File: config.mk
export PLATFORM = sky130hd
export DESIGN_NAME = alu_cmd_driver_flat
export DESIGN_NICKNAME = d
export VERILOG_FILES = /design/src/rtl/alu_cmd_driver_if.sv /design/src/rtl/alu_cmd_driver.sv /design/src/flat_wrapper.sv
export SDC_FILE = /design/constraint.sdc
export NUM_CORES = 1
export LEC_CHECK = 0
export ABC_AREA = 1
export BUFFER_PORTS_ARGS = -buffer_cell sky130_fd_sc_hd__clkbuf_2
export CORE_MARGIN = 2
export CORE_UTILIZATION = 40
export CTS_CLUSTER_DIAMETER = 50
export DETAILED_ROUTE_END_ITERATION = 12
export GPL_TIMING_DRIVEN = 0
export PLACE_DENSITY = 0.79
export SETUP_SLACK_MARGIN = 0.05
export SLEW_MARGIN = 40
export SYNTH_ARGS = -nofsm -noshare
export SYNTH_HDL_FRONTEND = slang
export SYNTH_SLANG_ARGS = --single-unit
export TNS_END_PERCENT = 30
File: constraint.sdc
create_clock -name clk -period 1.7 [get_ports clk]
set_clock_uncertainty 0.15 [all_clocks]
set_input_delay 0.34 -clock clk [delete_from_list [all_inputs] [get_ports clk]]
set_output_delay 0.34 -clock clk [all_outputs]
set_load 0.02 [all_outputs]
File: src/rtl/alu_cmd_driver_if.sv
// Bundle of the command, ALU-side and result channels of alu_cmd_driver.
// The master modport is the driver; the slave modport is its environment.
interface alu_cmd_driver_if #(
  parameter int unsigned WIDTH = 32
);
  logic             cmd_valid;
  logic             cmd_ready;
  logic [WIDTH-1:0] cmd_a;
  logic [WIDTH-1:0] cmd_b;
  logic [3:0]       cmd_op;

  logic [WIDTH-1:0] alu_a;
  logic [WIDTH-1:0] alu_b;
  logic [3:0]       alu_op;
  logic             alu_enable;
  logic [WIDTH-1:0] alu_out;
  logic             alu_zero;

  logic             res_valid;
  logic             res_ready;
  logic [WIDTH-1:0] res_data;
  logic             res_zero;
  logic             res_err;

  modport master (
    input  cmd_valid, cmd_a, cmd_b, cmd_op,
    output cmd_ready,
    output alu_a, alu_b, alu_op, alu_enable,
    input  alu_out, alu_zero,
    output res_valid, res_data, res_zero, res_err,
    input  res_ready
  );

  modport slave (
    output cmd_valid, cmd_a, cmd_b, cmd_op,
    input  cmd_ready,
    input  alu_a, alu_b, alu_op, alu_enable,
    output alu_out, alu_zero,
    input  res_valid, res_data, res_zero, res_err,
    output res_ready
  );
endinterface

File: src/rtl/alu_cmd_driver.sv
// Initiator for a clocked ALU: accepts one command, issues it for one cycle,
// waits LATENCY edges, captures Out/Zero and holds the result until consumed.
module alu_cmd_driver #(
  parameter int unsigned WIDTH   = 32,
  parameter int unsigned LATENCY = 1
) (
  input  logic              clk,
  input  logic              resetn,
  alu_cmd_driver_if.master  bus,
  output logic              busy
);

  typedef enum logic [1:0] {
    IDLE  = 2'd0,
    ISSUE = 2'd1,
    WAIT  = 2'd2,
    DONE  = 2'd3
  } state_e;

  localparam logic [3:0] CNT_LOAD = 4'(LATENCY - 1);

  state_e           state_q,     state_d;
  logic [3:0]       cnt_q,       cnt_d;
  logic [WIDTH-1:0] alu_a_q,     alu_a_d;
  logic [WIDTH-1:0] alu_b_q,     alu_b_d;
  logic [3:0]       alu_op_q,    alu_op_d;
  logic             alu_en_q,    alu_en_d;
  logic             cmd_ready_q, cmd_ready_d;
  logic             res_valid_q, res_valid_d;
  logic [WIDTH-1:0] res_data_q,  res_data_d;
  logic             res_zero_q,  res_zero_d;
  logic             res_err_q,   res_err_d;
  logic             busy_q,      busy_d;

  function automatic logic op_legal(input logic [3:0] op);
    case (op)
      4'b0000, 4'b0001, 4'b0010, 4'b0011, 4'b0100,
      4'b1000, 4'b1001, 4'b1010, 4'b1100, 4'b1101: op_legal = 1'b1;
      default:                                     op_legal = 1'b0;
    endcase
  endfunction

  always_comb begin
    state_d     = state_q;
    cnt_d       = cnt_q;
    alu_a_d     = alu_a_q;
    alu_b_d     = alu_b_q;
    alu_op_d    = alu_op_q;
    alu_en_d    = 1'b0;
    cmd_ready_d = cmd_ready_q;
    res_valid_d = res_valid_q;
    res_data_d  = res_data_q;
    res_zero_d  = res_zero_q;
    res_err_d   = res_err_q;
    busy_d      = busy_q;

    case (state_q)
      IDLE: begin
        if (bus.cmd_valid && cmd_ready_q) begin
          alu_a_d     = bus.cmd_a;
          alu_b_d     = bus.cmd_b;
          alu_op_d    = bus.cmd_op;
          cmd_ready_d = 1'b0;
          busy_d      = 1'b1;
          if (op_legal(bus.cmd_op)) begin
            state_d  = ISSUE;
            alu_en_d = 1'b1;
          end else begin
            // Illegal opcodes bypass the ALU and report straight away.
            state_d     = DONE;
            res_valid_d = 1'b1;
            res_data_d  = '0;
            res_zero_d  = 1'b0;
            res_err_d   = 1'b1;
          end
        end
      end

      ISSUE: begin
        cnt_d   = CNT_LOAD;
        state_d = WAIT;
      end

      WAIT: begin
        if (cnt_q == 4'd0) begin
          res_data_d  = bus.alu_out;
          res_zero_d  = bus.alu_zero;
          res_err_d   = 1'b0;
          res_valid_d = 1'b1;
          state_d     = DONE;
        end else begin
          cnt_d = cnt_q - 4'd1;
        end
      end

      DONE: begin
        if (bus.res_ready) begin
          res_valid_d = 1'b0;
          cmd_ready_d = 1'b1;
          busy_d      = 1'b0;
          state_d     = IDLE;
        end
      end

      default: begin
        state_d     = IDLE;
        cmd_ready_d = 1'b1;
        res_valid_d = 1'b0;
        busy_d      = 1'b0;
      end
    endcase
  end

  always_ff @(posedge clk or negedge resetn) begin
    if (!resetn) begin
      state_q     <= IDLE;
      cnt_q       <= '0;
      alu_a_q     <= '0;
      alu_b_q     <= '0;
      alu_op_q    <= '0;
      alu_en_q    <= 1'b0;
      cmd_ready_q <= 1'b1;
      res_valid_q <= 1'b0;
      res_data_q  <= '0;
      res_zero_q  <= 1'b0;
      res_err_q   <= 1'b0;
      busy_q      <= 1'b0;
    end else begin
      state_q     <= state_d;
      cnt_q       <= cnt_d;
      alu_a_q     <= alu_a_d;
      alu_b_q     <= alu_b_d;
      alu_op_q    <= alu_op_d;
      alu_en_q    <= alu_en_d;
      cmd_ready_q <= cmd_ready_d;
      res_valid_q <= res_valid_d;
      res_data_q  <= res_data_d;
      res_zero_q  <= res_zero_d;
      res_err_q   <= res_err_d;
      busy_q      <= busy_d;
    end
  end

  assign bus.cmd_ready  = cmd_ready_q;
  assign bus.alu_a      = alu_a_q;
  assign bus.alu_b      = alu_b_q;
  assign bus.alu_op     = alu_op_q;
  assign bus.alu_enable = alu_en_q;
  assign bus.res_valid  = res_valid_q;
  assign bus.res_data   = res_data_q;
  assign bus.res_zero   = res_zero_q;
  assign bus.res_err    = res_err_q;
  assign busy           = busy_q;

endmodule

File: src/flat_wrapper.sv
// flat-port wrapper written by rule: the top's interface ports become plain ports
module alu_cmd_driver_flat 
#(
  parameter int unsigned WIDTH   = 32,
  parameter int unsigned LATENCY = 1
)
  (clk, resetn, busy, bus_cmd_valid, bus_cmd_a, bus_cmd_b, bus_cmd_op, bus_cmd_ready, bus_alu_a, bus_alu_b, bus_alu_op, bus_alu_enable, bus_alu_out, bus_alu_zero, bus_res_valid, bus_res_data, bus_res_zero, bus_res_err, bus_res_ready);
  alu_cmd_driver_if #(.WIDTH(WIDTH)) bus_i ();
  input  logic clk;
  input  logic resetn;
  output logic busy;
  input wire logic [$bits(bus_i.cmd_valid)-1:0] bus_cmd_valid;
  input wire logic [$bits(bus_i.cmd_a)-1:0] bus_cmd_a;
  input wire logic [$bits(bus_i.cmd_b)-1:0] bus_cmd_b;
  input wire logic [$bits(bus_i.cmd_op)-1:0] bus_cmd_op;
  output wire logic [$bits(bus_i.cmd_ready)-1:0] bus_cmd_ready;
  output wire logic [$bits(bus_i.alu_a)-1:0] bus_alu_a;
  output wire logic [$bits(bus_i.alu_b)-1:0] bus_alu_b;
  output wire logic [$bits(bus_i.alu_op)-1:0] bus_alu_op;
  output wire logic [$bits(bus_i.alu_enable)-1:0] bus_alu_enable;
  input wire logic [$bits(bus_i.alu_out)-1:0] bus_alu_out;
  input wire logic [$bits(bus_i.alu_zero)-1:0] bus_alu_zero;
  output wire logic [$bits(bus_i.res_valid)-1:0] bus_res_valid;
  output wire logic [$bits(bus_i.res_data)-1:0] bus_res_data;
  output wire logic [$bits(bus_i.res_zero)-1:0] bus_res_zero;
  output wire logic [$bits(bus_i.res_err)-1:0] bus_res_err;
  input wire logic [$bits(bus_i.res_ready)-1:0] bus_res_ready;
  assign bus_i.cmd_valid = bus_cmd_valid;
  assign bus_i.cmd_a = bus_cmd_a;
  assign bus_i.cmd_b = bus_cmd_b;
  assign bus_i.cmd_op = bus_cmd_op;
  assign bus_cmd_ready = bus_i.cmd_ready;
  assign bus_alu_a = bus_i.alu_a;
  assign bus_alu_b = bus_i.alu_b;
  assign bus_alu_op = bus_i.alu_op;
  assign bus_alu_enable = bus_i.alu_enable;
  assign bus_i.alu_out = bus_alu_out;
  assign bus_i.alu_zero = bus_alu_zero;
  assign bus_res_valid = bus_i.res_valid;
  assign bus_res_data = bus_i.res_data;
  assign bus_res_zero = bus_i.res_zero;
  assign bus_res_err = bus_i.res_err;
  assign bus_i.res_ready = bus_res_ready;
  alu_cmd_driver #(.WIDTH(WIDTH), .LATENCY(LATENCY)) u_core (.clk(clk), .resetn(resetn), .bus(bus_i), .busy(busy));
endmodule
==> metrics.csv, run 1 <==
stage,metric,value,unit
clocking,CTS tree,built,
global_route,global-route wire length before repair,19.9,mm
die,starting density of the core,0.405,
sta,fin crit share,0.994,
power_and_ir_drop,Switch Pwr,0.00546,W
yosys,Synth Area in Adders,0.0164,
global_route,met3 global-route usage,0.0514,
setup_path,worst path arrival time,1770,ps
routing,initial DRC count,268,
setup_path,Crit. End Element,register,
yosys,largest family of logic cells by synthesized area,simple AND/OR/NAND/NOR gates,
routing,Antenna Nets Post-Route,0,
yosys,mapped cell area,4570,um2
setup_path,worst path required time,1790,ps
routing,via density per instance,4.68,
placed_design,IO buf count,210,
sta,final setup violation count,0,
cells_and_area,share of layout cells above drive strength 1,0.376,
yosys,asr flop ratio synth,1.00,
cells_and_area,fillcell total,973,
die,number of cell rows,39,
setup_path,crit-path max FO,7,
global_route,M2 GR Usage,0.319,
cells_and_area,n_diodes,0,
sta,Worst Tran Pin Value,393,ps
die,Die Ht,111,um
power_and_ir_drop,Reg power frac,0.346,
yosys,share of the synthesized area in the top cell type,0.608,
yosys,sequential area share after synthesis,0.614,
clocking,clock buffer count from CTS,9,
cells_and_area,Util after Layout,0.567,
yosys,"Avg Cell Area, Syn",8.90,um2
yosys,Yosys cell types,24,
clocking,# clock sinks,112,
yosys,cell count after synthesis,513,
yosys,Synth area leaders,"dfrtp_1 61%, nand2_1 24%, nand4_1 4.7%",
sta,Slew HR,0.738,
power_and_ir_drop,logic gate share of total power,0.463,
yosys,Synth Area in XOR/XNOR,0.00384,
power_and_ir_drop,Int Pwr,0.00742,W
yosys,Compound-Gate Fraction of Synth Area,0.0184,
global_route,GRT Total Usage,0.200,
yosys,YS warnings,0,
sta,Final min period,1690,ps
sta,Final Max Slew Viols,0,
clocking,clock root buffer,clkbuf_16,
yosys,Yosys top cell by area,dfrtp_1,
global_route,GRT overflow,0,
power_and_ir_drop,Switching Share,0.424,
yosys,multiplexer share of the synthesized area,0,
routing,post-detailed-routing wire length,11.8,mm
placed_design,GP Congestion,0.795,
yosys,Post-synth EDFFs,0,
die,die area,12300,um2
global_route,initial antenna violation count,0,
clocking,clk buf depth,2,
yosys,Yosys reg bits,112,
yosys,Synth Area in Simple Gates,0.299,
clocking,htree depth,3,
placed_design,hpwl dp,8.66,mm
global_route,largest net degree at the start of global routing,67,
routing,Post-route DRC,0,
routing,Vias,4178,
placed_design,Placed Instances,867,
die,IO Pins,211,
sta,Fin. Hold Viols,0,
sta,Peak Freq,0.592,GHz
power_and_ir_drop,P per Cell Area,2010,nW/um2
yosys,most frequent cell after synthesis,nand2_1,
setup_path,WS Path Type,reg -> reg,
power_and_ir_drop,Clock Power Share,0.191,
power_and_ir_drop,leakage,3.77,nW
yosys,Commonest cells post-synth,"288 x nand2_1, 111 x dfrtp_1, 34 x nand4_1",
routing,WL per Instance,13.3,um
cells_and_area,Area Overhead vs Synth,40.0,%
yosys,Mapped Nets,624,
global_route,vias in the first global route,4085,
sta,RSZ-0062 raised after global routing,true,
power_and_ir_drop,VDD IR-drop max,0.948,mV
global_route,gr busiest metal,met2,
run,max_cap viols,0,
setup_path,Worst setup SP type,register,
routing,first drt pass iteration count,4,
die,core area,11300,um2
cells_and_area,Final Non-Filler Cells,893,
clocking,"Reg clk slew, reported paths",80,ps
die,Die X,111,um
global_route,met1 GRT Util,0.258,
cells_and_area,Final #Nets,856,
yosys,"Primary FF master, synth",dfrtp_1,
hold_path,Hold Path Class,in -> reg,
run_status,outcome,"finished, final reports clean",
clocking,Skew-Pair Late Insertion Delay,350,ps
## worst max-delay path: stages, from the launching register on
cell and delay [ps]:
dfrtp_1 370, inv_2 70, ha_2 200, buf_4 140, a21oi_4 190, nand2_4 140
clkbuf_16 180, nand2_1 70, nand2_1 60
## cell type report
type / instances / area [um2] / area share
Buffer: 28 / 238 / 0.0372
Clock buffer: 9 / 225 / 0.0352
Clock inverter: 7 / 126 / 0.0198
Inverter: 15 / 56.3 / 0.00881
Multi-Input combinational cell: 358 / 1580 / 0.248
Sequential cell: 112 / 2800 / 0.439
Tap cell: 143 / 179 / 0.0280
Timing Repair Buffer: 221 / 1180 / 0.185
## per-layer routing
layer | wire length (um) | share of wire
met4 | 326 | 0.028
met5 | 0 | 0
met3 | 963 | 0.081
met1 | 5100 | 0.43
met2 | 5440 | 0.46
## repair_timing
action | 4_1_cts | 5_1_grt
endpoints found under the setup margin | 103 | 99
pin swaps | 0 | 3
buffers inserted | 5 | 3
cloned | 0 | 1
hold buffers | 1 | 0
gates resized for setup | 26 | 27
endpoints found under the hold margin | 45 | 0
## sequential cells by signal (all words and copies together) (netlist names)
signal                 cells
u_core.bus.alu_a          32
u_core.bus.alu_b          32
u_core.bus.alu_enable      1
u_core.bus.alu_op          4
u_core.bus.cmd_ready       1
u_core.bus.res_data       32
u_core.bus.res_err         1
u_core.bus.res_valid       1
u_core.bus.res_zero        1
u_core.busy                1
u_core.cnt_q               4
u_core.state_q             2
## placed cells by master, fill, tap and decap left out, types with 2 or more instances in the layout
master       n
nand2_2      3
inv_2        7
dfrtp_1    111
bufinv_16    3
buf_6        7
clkbuf_4     4
o21ai_1      4
o22ai_1      2
nand4_1     34
buf_4       14
nand3_1      6
clkbuf_16   10
nand2_1    284
ha_1         4
inv_1        8
buf_2        5
o21ai_0      4
clkbuf_2   211
buf_8        3
nand2_4      2
nor2_1       5
## logic make-up after synthesis
kind of cell | Yosys count
buf+inv | 43
xor+xnor | 2
compound gates | 13
simple gates | 337
fa+ha+maj | 6
flops | 112
## final timing paths
check                                           from                       to  slack, ps  depth (start not counted)
min in group asynchronous                     resetn  u_core.bus.res_data[29]        340                          2
worst min register to register  u_core.bus.alu_b[20]     u_core.bus.alu_b[20]        320                          2
worst min-delay path                    bus_cmd_b[6]      u_core.bus.alu_b[6]         40                          3
max in group asynchronous                     resetn     u_core.bus.alu_a[23]        410                          3
worst max-delay path               u_core.state_q[0]   u_core.bus.res_data[3]         10                          8
worst max register to register     u_core.state_q[0]   u_core.bus.res_data[3]         10                          8
## power groups by stage
stage	clock network, W	logic, W	registers (W)
2_1_floorplan	0	0.00223	0.00578
3_3_place_gp	0	0.00543	0.00445
6_report	0.00246	0.00596	0.00445
5_1_grt	0.00261	0.00660	0.00459
3_5_place_dp	0	0.00557	0.00445
4_1_cts	0.00251	0.00580	0.00444
## per-stage QoR
step | worst slack, ps | hold WS [ps] | area (um2) | power, W | setup TNS, ps
5_1_grt | -77.8 | 40.0 | 6390 | 0.0138 | -1480
3_5_place_dp | -161 | 153 | 5830 | 0.0100 | -12200
2_1_floorplan | 107 | -106 | 4570 | 0.00801 | 0
4_1_cts | 20.2 | 27.6 | 6300 | 0.0128 | 0
6_report | 11.0 | 36.9 | 6390 | 0.0129 | 0
3_3_place_gp | -1490 | 304 | 5800 | 0.00988 | -175650
Power figures use the tool's default switching activity.
==> inputs of run 2 (changes only) <==
--- a/config.mk
+++ b/config.mk
@@ -11,8 +11,9 @@
 export CORE_UTILIZATION = 40
 export CTS_CLUSTER_DIAMETER = 50
 export DETAILED_ROUTE_END_ITERATION = 12
-export GPL_TIMING_DRIVEN = 0
+export GPL_TIMING_DRIVEN = 1
 export PLACE_DENSITY = 0.79
+export REMOVE_ABC_BUFFERS = 1
 export SETUP_SLACK_MARGIN = 0.05
 export SLEW_MARGIN = 40
 export SYNTH_ARGS = -nofsm -noshare
==> run 2 against run 1 <==
Via count up 2.5%. Clock-buffer cell count stayed put. Non-clock buffer count shrank 9. Largest cell class unchanged. Highest routed layer unchanged.
==> metrics.csv, run 2 (synthesized netlist as in run 1, its figures left out) <==
stage,metric,value,unit
die,IO Pins,211,
die,Die X,111,um
die,number of cell rows,39,
global_route,largest net degree at the start of global routing,55,
setup_path,WS Path Type,reg -> reg,
run,max_cap viols,0,
global_route,initial antenna violation count,0,
run_status,outcome,"finished, final reports clean",
routing,first drt pass iteration count,5,
sta,RSZ-0062 raised after global routing,true,
sta,Slew HR,0.807,
clocking,Skew-Pair Late Insertion Delay,340,ps
global_route,global-route wire length before repair,19.2,mm
power_and_ir_drop,VDD IR-drop max,1.09,mV
routing,Antenna Nets Post-Route,0,
clocking,clock root buffer,clkbuf_16,
setup_path,"most used cell, CP",nand2_1,
global_route,GRT overflow,0,
cells_and_area,combined area of the multi-input logic cells,1690,um2
setup_path,CP max-delay cell,dfrtp_1,
power_and_ir_drop,leakage,3.79,nW
power_and_ir_drop,P per Cell Area,2000,nW/um2
die,die area,12300,um2
cells_and_area,Register Area,2800,um2
placed_design,GP Congestion,0.818,
routing,post-detailed-routing wire length,12.6,mm
routing,initial DRC count,471,
sta,final setup violation count,0,
cells_and_area,Util after Layout,0.580,
clocking,htree depth,3,
setup_path,crit-path max FO,9,
sta,Final Max Slew Viols,0,
die,Die Ht,111,um
setup_path,Slowest Stage Delay on Critical Path,390,ps
placed_design,IO buf count,210,
global_route,vias in the first global route,3937,
sta,Fin. Hold Viols,0,
hold_path,Hold Path Class,in -> reg,
sta,Peak Freq,0.592,GHz
clocking,"Reg clk slew, reported paths",70,ps
cells_and_area,share of layout cells above drive strength 1,0.407,
cells_and_area,Area Overhead vs Synth,43.1,%
sta,Worst Tran Pin Value,290,ps
die,starting density of the core,0.405,
clocking,clock buffer count from CTS,9,
sta,fin crit share,0.994,
power_and_ir_drop,Pwr Total,0.0130,W
sta,Final min period,1690,ps
setup_path,CP Buf/Inv Count,3,
cells_and_area,Final #Nets,847,
cells_and_area,n_diodes,0,
clocking,# clock sinks,112,
cells_and_area,"leading cell types in the layout, fill and taps excluded","255 x nand2_1, 208 x clkbuf_2, 111 x dfrtp_1",
clocking,CTS tree,built,
setup_path,Crit. End Element,register,
setup_path,Worst setup SP type,register,
cells_and_area,fillcell total,984,
setup_path,crit-path cells,"inv_2, ha_4, nand2_2, inv_1, a21oi_4, nand2_4, clkbuf_16, nand2_1, nand2_1",
setup_path,critical path's top delay family,flip-flops,
placed_design,hpwl dp,8.44,mm
setup_path,worst path arrival time,1770,ps
global_route,GRT Total Usage,0.192,
die,core area,11300,um2
routing,Vias,4284,
routing,WL per Instance,14.2,um
setup_path,worst path required time,1780,ps
routing,via density per instance,4.86,
routing,Post-route DRC,0,
cells_and_area,"commonest non-fill, non-tap cell in the layout",nand2_1,
clocking,clk buf depth,2,
run 2: cell types whose count changed in the layout (fill, tap and decap cells not counted), sizes merged:
cell and delta:
inv -1, clkinvlp +1, clkbuf -7, bufinv -2, buf -2
run 2: stage by stage:
| stage | std cells | area [um2] | hold WS [ps] | worst slack, ps | TNS, ps |
|---|---|---|---|---|---|
| 3_3_place_gp | 856 | 5900 | 42.8 | 57.5 | 0 |
| 5_1_grt | 882 | 6540 | 44.2 | -59.2 | -730 |
| 6_report | 882 | 6540 | 44.9 | 10.3 | 0 |
| 3_5_place_dp | 856 | 5900 | 45.5 | -6.65 | -6.65 |
| 4_1_cts | 872 | 6220 | 33.3 | 43.1 | 0 |
| 2_1_floorplan | 485 | 4400 | -106 | -1680 | -141770 |
run 2: area by class of cell:
cell class / count / share of cell area
Inverter: 15 / 0.00900
Timing Repair Buffer: 240 / 0.232
Clock inverter: 5 / 0.00900
Sequential cell: 112 / 0.429
Multi-Input combinational cell: 358 / 0.259
Tap cell: 143 / 0.0274
Clock buffer: 9 / 0.0345
run 2: repair_timing:
item                                    in CTS  in global routing
gates resized for setup                      2                 57
hold buffers                                 1                  0
hold endpoints to repair                   111                  0
pin swaps                                    1                  4
gates cloned                                 0                  5
endpoints found under the setup margin      99                 99
buffers inserted                             1                  5
run 2: worst paths after layout:
path / startpoint / to / slack, ps / cells past startpoint
setup / recovery: u_core.state_q[1] / u_core.bus.res_data[23] / 10 / 9
hold / removal: bus_cmd_a[16] / u_core.bus.alu_a[16] / 40 / 3
setup reg to reg: u_core.state_q[1] / u_core.bus.res_data[23] / 10 / 9
hold reg to reg: u_core.bus.alu_b[18] / u_core.bus.alu_b[18] / 320 / 2
max in group asynchronous: resetn / u_core.bus.cmd_ready / 620 / 3
min in group asynchronous: resetn / u_core.bus.res_data[27] / 240 / 2
run 2: metal layers:
layer / part of all wire / vias up / global-route usage
met2: 0.47 / 238 / 0.298
met3: 0.088 / 15 / 0.0454
met5: 0 / - / 0
li1: - / 2060 / -
met4: 0.015 / 0 / 0.0692
met1: 0.43 / 1971 / 0.265
run 2: power breakdown:
group / switching [W] / internal [W]
combinational: 0.00404 / 0.00244
clock: 0.000935 / 0.00113
sequential: 0.000690 / 0.00382
total: 0.00566 / 0.00739
run 2: worst register-to-register path, stage by stage (launching register included):
cell and delay, ps:
dfrtp_1 390, inv_2 70, ha_4 170, nand2_2 70, inv_1 60, a21oi_4 220, nand2_4 130, clkbuf_16 200
nand2_1 60, nand2_1 50
==> inputs of run 3 (changes only) <==
--- a/config.mk
+++ b/config.mk
@@ -12,7 +12,7 @@
 export CTS_CLUSTER_DIAMETER = 50
 export DETAILED_ROUTE_END_ITERATION = 12
 export GPL_TIMING_DRIVEN = 1
-export PLACE_DENSITY = 0.79
+export PLACE_DENSITY_LB_ADDON = 0.25
 export REMOVE_ABC_BUFFERS = 1
 export SETUP_SLACK_MARGIN = 0.05
 export SLEW_MARGIN = 40
==> run 3 against run 2 <==
Via count is 2.1% lower. Sequential power decreased by 2%. Global-route usage increased by 0.23 points. Wire length shrank 3.7%. Combinational power decreased by 4.9%. Worst setup slack better by 35 ps. Sequential share of layout area up 0.98 points. Register-to-register slack improved by 30 ps. First-iteration DRC count down 26%. Design area shrank 2.2%. Hold slack got worse by 7.1 ps. Largest cell class unchanged. Critical path type unchanged.
==> metrics.csv, run 3 (synthesized netlist as in run 1, its figures left out) <==
stage,metric,value,unit
run_status,outcome,"finished, final reports clean",
routing,post-detailed-routing wire length,12.1,mm
cells_and_area,Area Overhead vs Synth,39.9,%
routing,first drt pass iteration count,4,
placed_design,GP Congestion,0.818,
hold_path,Hold Path Class,in -> reg,
global_route,GRT Total Usage,0.194,
setup_path,Worst setup SP type,register,
setup_path,FF-to-FF setup slack,40,ps
placed_design,Placed Area,5820,um2
setup_path,worst path arrival time,1740,ps
die,starting density of the core,0.405,
run,max_cap viols,0,
sta,Final min period,1660,ps
global_route,GRT overflow,0,
power_and_ir_drop,VDD IR-drop max,0.926,mV
sta,Worst Tran Pin Value,330,ps
sta,fin crit share,0.974,
die,Die Ht,111,um
routing,WL per Instance,13.8,um
die,die area,12300,um2
die,number of cell rows,39,
die,core area,11300,um2
global_route,largest net degree at the start of global routing,66,
clocking,# clock sinks,112,
power_and_ir_drop,Pwr Total,0.0128,W
clocking,clock root buffer,clkbuf_16,
placed_design,hpwl dp,7.94,mm
clocking,"Reg clk slew, reported paths",70,ps
setup_path,Crit. End Element,register,
routing,initial DRC count,349,
routing,Post-route DRC,0,
power_and_ir_drop,leakage,3.74,nW
clocking,htree depth,3,
cells_and_area,design area,6390,um2
setup_path,crit-path max FO,5,
cells_and_area,Final #Nets,841,
setup_path,worst path required time,1790,ps
global_route,vias in the first global route,4244,
cells_and_area,Util after Layout,0.567,
cells_and_area,"commonest non-fill, non-tap cell in the layout",nand2_1,
sta,Peak Freq,0.604,GHz
cells_and_area,"leading cell types in the layout, fill and taps excluded","282 x nand2_1, 209 x clkbuf_2, 111 x dfrtp_1",
placed_design,IO buf count,210,
sta,Fin. Hold Viols,0,
global_route,initial antenna violation count,0,
sta,final setup violation count,0,
clocking,Skew-Pair Late Insertion Delay,340,ps
cells_and_area,share of layout cells above drive strength 1,0.371,
die,Die X,111,um
cells_and_area,n_diodes,0,
setup_path,WS Path Type,reg -> reg,
routing,Antenna Nets Post-Route,0,
routing,Vias,4193,
global_route,global-route wire length before repair,19.6,mm
sta,setup_tns,0,ps
clocking,clk buf depth,2,
die,IO Pins,211,
power_and_ir_drop,P per Cell Area,2000,nW/um2
sta,Final Max Slew Viols,0,
sta,Slew HR,0.780,
clocking,clock buffer count from CTS,9,
sta,RSZ-0062 raised after global routing,true,
routing,via density per instance,4.78,
clocking,CTS tree,built,
==> run 3: cell count changes in the layout (fill, tap and decap cells not counted), sizes merged <==
cell	delta
clkbuf	+3
buf	-6
clkinvlp	-1
==> run 3: final cells by class <==
class | count | area [um2]
timing repair buffer | 234 | 1420
clock buffer | 12 | 256
clock inverter | 4 | 51.3
sequential | 112 | 2800
fill | 1028 | 4880
multi-input combinational | 358 | 1630
tap | 143 | 179
inverter | 15 | 56.3
==> run 3: stage by stage <==
step	setup WS (ps)	hold slack [ps]	instances
2_1_floorplan	-1680	-106	485
3_3_place_gp	23.1	2.79	849
3_5_place_dp	-28.3	5.24	849
4_1_cts	48.6	21.4	875
5_1_grt	-18.6	38.3	878
6_report	44.8	37.8	878
==> run 3: what timing repair did <==
action / 4_1_cts / 5_1_grt
setup endpoints to repair: 101 / 67
hold buffers: 1 / 0
gates resized for setup: 13 / 17
gates cloned: 2 / 2
setup buffers: 7 / 2
endpoints found under the hold margin: 111 / 0
pin swaps: 3 / 8
==> run 3: final timing paths <==
path	cells after the start	start	to
max	8	u_core.state_q[1]	u_core.bus.res_valid
min	3	bus_cmd_b[19]	u_core.bus.alu_b[19]
max in group asynchronous	3	resetn	u_core.bus.cmd_ready
min in group asynchronous	2	resetn	u_core.bus.res_data[1]
min reg2reg	2	u_core.bus.alu_a[18]	u_core.bus.alu_a[18]
max reg2reg	8	u_core.state_q[1]	u_core.bus.res_valid
==> run 3: where the power goes <==
part	leakage, nW	internal, W	total [W]	switching, W
Combinational	2.17	0.00223	0.00615	0.00393
Clock	0.149	0.00123	0.00219	0.000962
Sequential	1.42	0.00382	0.00444	0.000626
==> run 3: routing by layer <==
layer  share of wire  global-route usage  vias up
met5               0                   0        -
met4           0.021              0.0867        0
met3            0.11              0.0678       21
met2            0.45               0.310      207
met1            0.42               0.239     1922
li1                -                   -     2043
==> run 3: worst max-delay path, cell delays in order, from the launching register on <==
cell	delay, ps
dfrtp_1	410
buf_6	140
ha_4	180
a21oi_4	190
buf_6	180
buf_12	120
nand3_2	50
nand2_1	70
nand2_1	50
